$ cat src/rtl/fsm_stim.sv
// fsm_stim: drives one A high/low/high/low handshake pattern per Go and
// checks that the receiver answers with K2 after the second rise and K1
// after the final fall. Reports the outcome on Done/Err.
module fsm_stim #(
    parameter int unsigned CW      = 8,
    parameter int unsigned TIMEOUT = 16
) (
    input  logic          Clock,
    input  logic          Reset,
    input  logic          Go,
    input  logic [CW-1:0] Hold,
    input  logic          K2,
    input  logic          K1,
    output logic          A,
    output logic          Busy,
    output logic          Done,
    output logic          Err,
    output logic [2:0]    Phase
);

    localparam int unsigned TW   = $clog2(TIMEOUT);
    localparam int unsigned CNTW = (CW > TW) ? CW : TW;

    typedef enum logic [2:0] {
        IDLE = 3'd0,
        HI1  = 3'd1,
        LO1  = 3'd2,
        HI2  = 3'd3,
        LO2  = 3'd4
    } state_t;

    state_t          state, state_n;
    logic [CW-1:0]   h, h_n;
    logic [CNTW-1:0] cnt, cnt_n;
    logic            got_k2, got_k2_n;
    logic            got_k1, got_k1_n;
    logic            bad, bad_n;
    logic            err_n, done_n;
    logic            phase_end;

    assign phase_end = (cnt == CNTW'(h) - CNTW'(1));
    assign Phase     = state;

    // Next-state, counter, acknowledge bookkeeping and result computation.
    // Flags are folded with this cycle's K1/K2 before the exit decision so an
    // acknowledge arriving on the leaving edge still counts.
    always_comb begin
        state_n  = state;
        h_n      = h;
        cnt_n    = cnt;
        got_k2_n = got_k2;
        got_k1_n = got_k1;
        bad_n    = bad;
        err_n    = Err;
        done_n   = 1'b0;
        case (state)
            IDLE: begin
                if (Go) begin
                    h_n      = (Hold == '0) ? CW'(1) : Hold;
                    cnt_n    = '0;
                    got_k2_n = 1'b0;
                    got_k1_n = 1'b0;
                    bad_n    = 1'b0;
                    err_n    = 1'b0;
                    state_n  = HI1;
                end
            end
            HI1, LO1, HI2: begin
                if (state == HI2) begin
                    if (K2) got_k2_n = 1'b1;
                    if (K1) bad_n    = 1'b1;
                end else if (K1 || K2) begin
                    bad_n = 1'b1;
                end
                if (phase_end) begin
                    cnt_n = '0;
                    case (state)
                        HI1:     state_n = LO1;
                        LO1:     state_n = HI2;
                        default: state_n = LO2;
                    endcase
                end else begin
                    cnt_n = cnt + CNTW'(1);
                end
            end
            LO2: begin
                if (K2) begin
                    if (cnt == '0) got_k2_n = 1'b1;
                    else           bad_n    = 1'b1;
                end
                if (K1) got_k1_n = 1'b1;
                if (got_k1_n || (cnt == CNTW'(TIMEOUT - 2))) begin
                    state_n = IDLE;
                    cnt_n   = '0;
                    done_n  = 1'b1;
                    err_n   = !(got_k2_n && got_k1_n) || bad_n;
                end else begin
                    cnt_n = cnt + CNTW'(1);
                end
            end
            default: state_n = IDLE;
        endcase
    end

    // State, datapath and registered outputs; synchronous active-low reset.
    always_ff @(posedge Clock) begin
        if (!Reset) begin
            state  <= IDLE;
            h      <= '0;
            cnt    <= '0;
            got_k2 <= 1'b0;
            got_k1 <= 1'b0;
            bad    <= 1'b0;
            A      <= 1'b0;
            Busy   <= 1'b0;
            Done   <= 1'b0;
            Err    <= 1'b0;
        end else begin
            state  <= state_n;
            h      <= h_n;
            cnt    <= cnt_n;
            got_k2 <= got_k2_n;
            got_k1 <= got_k1_n;
            bad    <= bad_n;
            A      <= (state_n == HI1) || (state_n == HI2);
            Busy   <= (state_n != IDLE);
            Done   <= done_n;
            Err    <= err_n;
        end
    end

endmodule

$ cat config.mk
export PLATFORM = sky130hd
export DESIGN_NAME = fsm_stim
export DESIGN_NICKNAME = d
export VERILOG_FILES = /design/src/rtl/fsm_stim.sv
export SDC_FILE = /design/constraint.sdc
export NUM_CORES = 1
export LEC_CHECK = 0
export CORE_MARGIN = 4
export CORE_UTILIZATION = 49
export CTS_CLUSTER_SIZE = 12
export DETAILED_ROUTE_END_ITERATION = 10
export PLACE_DENSITY_LB_ADDON = 0.1
export SLEW_MARGIN = 40
export SYNTH_ARGS = -nofsm -noshare
export SYNTH_HDL_FRONTEND = slang
export SYNTH_SLANG_ARGS = --single-unit
$ cat constraint.sdc
create_clock -name Clock -period 3.8 [get_ports Clock]
set_clock_uncertainty 0.1 [all_clocks]
set_input_delay 0.76 -clock Clock [delete_from_list [all_inputs] [get_ports Clock]]
set_output_delay 0.76 -clock Clock [all_outputs]
set_load 0.02 [all_outputs]
==> summary.md <==
STA classifies the critical path endpoint as a primary output. The number of warnings printed during yosys synthesis was 0. The top cell type by area accounts for 33.0% of the synthesized area. In the synthesized netlist, the cells that appear most often are dfxtp_1 (26), nand2_1 (22), nor2_1 (19).

For this run, the detailed router's first-pass iteration total came to 4. IR analysis of the VDD net gives a maximum drop of 0.000157 V. In this run the power density over the cells is 333 nW/µm².

The critical path goes through clkdlybuf4s50_1. The logs give 1 for the maximum level of the CTS H-tree and 0 for the max-cap violation count. The worst pin sits at a relative slew slack of 60.8%.

Data on the critical path is required at its endpoint by 2.94 ns. After detailed routing, no signal wire sits above met4. The number of buffers added on ports was 19.

The leakage power of the design is 0.647 nW. After detailed placement, the design holds a cell count of 247. The first routing iteration left 84 violations. Dividing the detail-routed wire length by the instance count gives 14.2 µm. The max-slew violation count was 0. Entering global routing, the biggest net connects 20 pins. Setup violations remaining at the end of the flow were counted as 0.

The tools report the via count of the routed design as 1,463. The most common cell in the synthesized netlist is dfxtp_1. The met2 layer wire length in the routed design is 1.57 mm, and the aggregate negative setup slack is 0 ns. From bottom edge to top edge, the die measures 64.7 µm. The post-route netlist has 8.21% of its cells at a drive strength greater than 1. Counting distinct cell types in the post-synthesis netlist gives 51. The clock reaches the later pin of the worst-skew pair after 0.33 ns. After clock tree synthesis, the setup repair step added 0 buffers. After synthesis the netlist holds a flip-flop and latch count of 26.

The count of nets left with antenna violations once routing finished came out at 0. The highest fanout seen on the critical path is 12. The most used flip-flop cell after synthesis is dfxtp_1. Of the synthesized area, sequential elements account for 33.0%. Number of antenna diodes: 0. The kind of start point of the critical path is a flop. The initial antenna violation count was 0.

The total number of clock tree sinks was 26. The tools report the remaining design rule violation count as 0. For this run, asynchronously set or reset flops after synthesis account for 0%.

For this configuration, the core starts out at a cell density of 51.6%. Global routing consumed, over all layers together, 18.9% of the routing resources. The synthesized netlist occupies a cell area of 1580 µm². Detailed routing placed a total of 161 µm of wire on met3.

The area growth from synthesis to layout is 14.0%. The global placer's final weighted congestion came out at 0.802. Category of the critical setup timing path: flop to primary output.

The slowest stage of the critical path is the clkdlybuf4s50_1 cell. The cell at the root of the clock tree was clkbuf_4. The finished layout holds 251 standard cells, fillers aside. For this block, wires on met1 add up to 1.78 mm. TritonCTS built the clock tree. Setup repair after global routing left no endpoint under its margin. The flow ran to the end, and the final reports show no timing, DRC or antenna violations.

Dividing the detail-routed via count by the number of cells gives 5.83. Number of hold violations in the final report: 0. The number of nets produced by synthesis came out at 209. Dividing the synthesized area by the synthesized cell count gives 8.20 µm². The number of nets in the layout is 225.

The number of flops mapped to enable cells by yosys came out at 0. Clock-pin slew was measured on the worst setup and hold paths at 0.14 ns. 20 I/O pins were placed. The clock tree buffer depth came out at 2.

Gates resized during post-CTS repair numbered 0. The worst path buffer plus inverter count is 1, and the via count of the first global-routing pass is 1,404. The tools report the die outline area as 4190 µm². Counting the buffers created by CTS gives 3. Summed over all layers, the global routing overflow is 0. The area of the core is 3050 µm², and the number of rows in the core area is 20. The wire length reported by the detailed router is 3.57 mm.

The number of hold buffers added after CTS was 0. The class of the tightest hold or removal check is flop to flop. The synthesized design spends more area on one cell type than any other, namely dfxtp_1. Data arrives at the worst endpoint at 1.59 ns. Sum of net half-perimeters after detailed placement: 2.61 mm. Synthesis handed over a netlist of 192 instances. At the pin with the least slew margin, the transition time is 0.585 ns. Yosys attributes the largest share of cell area to dfxtp_1 (33%), nand2_1 (5.2%), a21oi_1 (5.1%). On the critical path the largest part of the delay comes from buffers and inverters.

The worst path uses 64.6% of the clock period. The first global-routing pass estimated 6.42 mm of wire. The floorplan step set the die width to 64.7 µm. Peak per-stage delay on the critical path: 0.68 ns. Based on the critical path, the design can be clocked at up to 408 MHz.

The clock period could shrink to 2.45 ns.
==> path summary, 6_finish.rpt <==
kind | endpoint | startpoint | slack (ns) | depth (start not counted)
worst max-delay path | Phase[2] | Phase[2] | 1.35 | 1
worst min-delay path | h[7] | h[7] | 0.38 | 2
worst max register to register | cnt[0] | h[0] | 1.59 | 8
worst min register to register | h[7] | h[7] | 0.38 | 2
==> routing by layer <==
metal / global-route usage [%] / up-vias
li1: - / 716
met5: 0 / -
met4: 5.80 / 0
met2: 30.1 / 38
met3: 2.25 / 7
met1: 26.6 / 702
==> per-stage QoR <==
step           setup WS [ns]  utilization (%)  cell area, µm²  power, W  hold WS, ns
2_1_floorplan           1.75                -            1580  0.000408        0.348
3_3_place_gp            1.27             57.6            1760  0.000453        0.358
3_5_place_dp            1.17             57.6            1760  0.000456        0.371
4_1_cts                 1.32             58.8            1800  0.000603        0.390
5_1_grt                 1.24             58.8            1800  0.000638        0.426
6_report                1.35             58.8            1800  0.000598        0.382
==> cell type report <==
type | count | area, µm²
Fill cell | 304 | 1260
Multi-Input combinational cell | 150 | 963
Clock buffer | 4 | 36.3
Sequential cell | 26 | 520
Tap cell | 44 | 55.1
Timing Repair Buffer | 19 | 190
Inverter | 8 | 30.0
==> cells in the final DEF (no fill, tap or decap), types with 2 or more instances in the layout <==
master	count
o21ai_0	9
nand4_1	5
o2bb2ai_1	2
and2_1	4
nor2_1	19
nand3_1	2
nor4_1	3
o211ai_1	2
xor2_1	7
nor3_1	9
xnor2_1	3
dfxtp_1	26
clkbuf_4	3
and3_1	2
a21oi_1	16
nor2b_1	2
mux2i_1	2
o21ai_1	2
inv_1	7
o32ai_1	2
nand2_1	22
clkdlybuf4s50_1	19
or2_2	2
o21a_1	4
nor3b_1	2
o22ai_1	2
ha_1	4
a311oi_1	2
==> registers in the layout (all words and copies together), names as in the netlist <==
name,cells
got_k2,1
got_k1,1
A,1
h,8
Phase,3
bad,1
cnt,8
Busy,1
Err,1
Done,1
==> report_power, final <==
part | leakage [nW] | internal, W | switching, W
Combinational | 0.414 | 0.0000648 | 0.0000854
Sequential | 0.212 | 0.000285 | 0.0000164
Clock | 0.0210 | 0.0000587 | 0.0000873
Total | 0.647 | 0.000409 | 0.000189
==> kinds of logic (layout without fill, tap and decap cells) <==
family                   after synthesis  after routing  synth area share (%)
flip-flops                            26             26                  33.0
buffers and inverters                 16             31                  5.80
AO/OA/AOI/OAI                         53             53                  25.0
AND/OR/NAND/NOR                       79             79                  24.8
XOR/XNOR                              10             10                  5.56
multiplexers                           3              3                  1.99
adder cells (fa/ha/maj)                5              5                  3.81
Power figures use the tool's default switching activity.
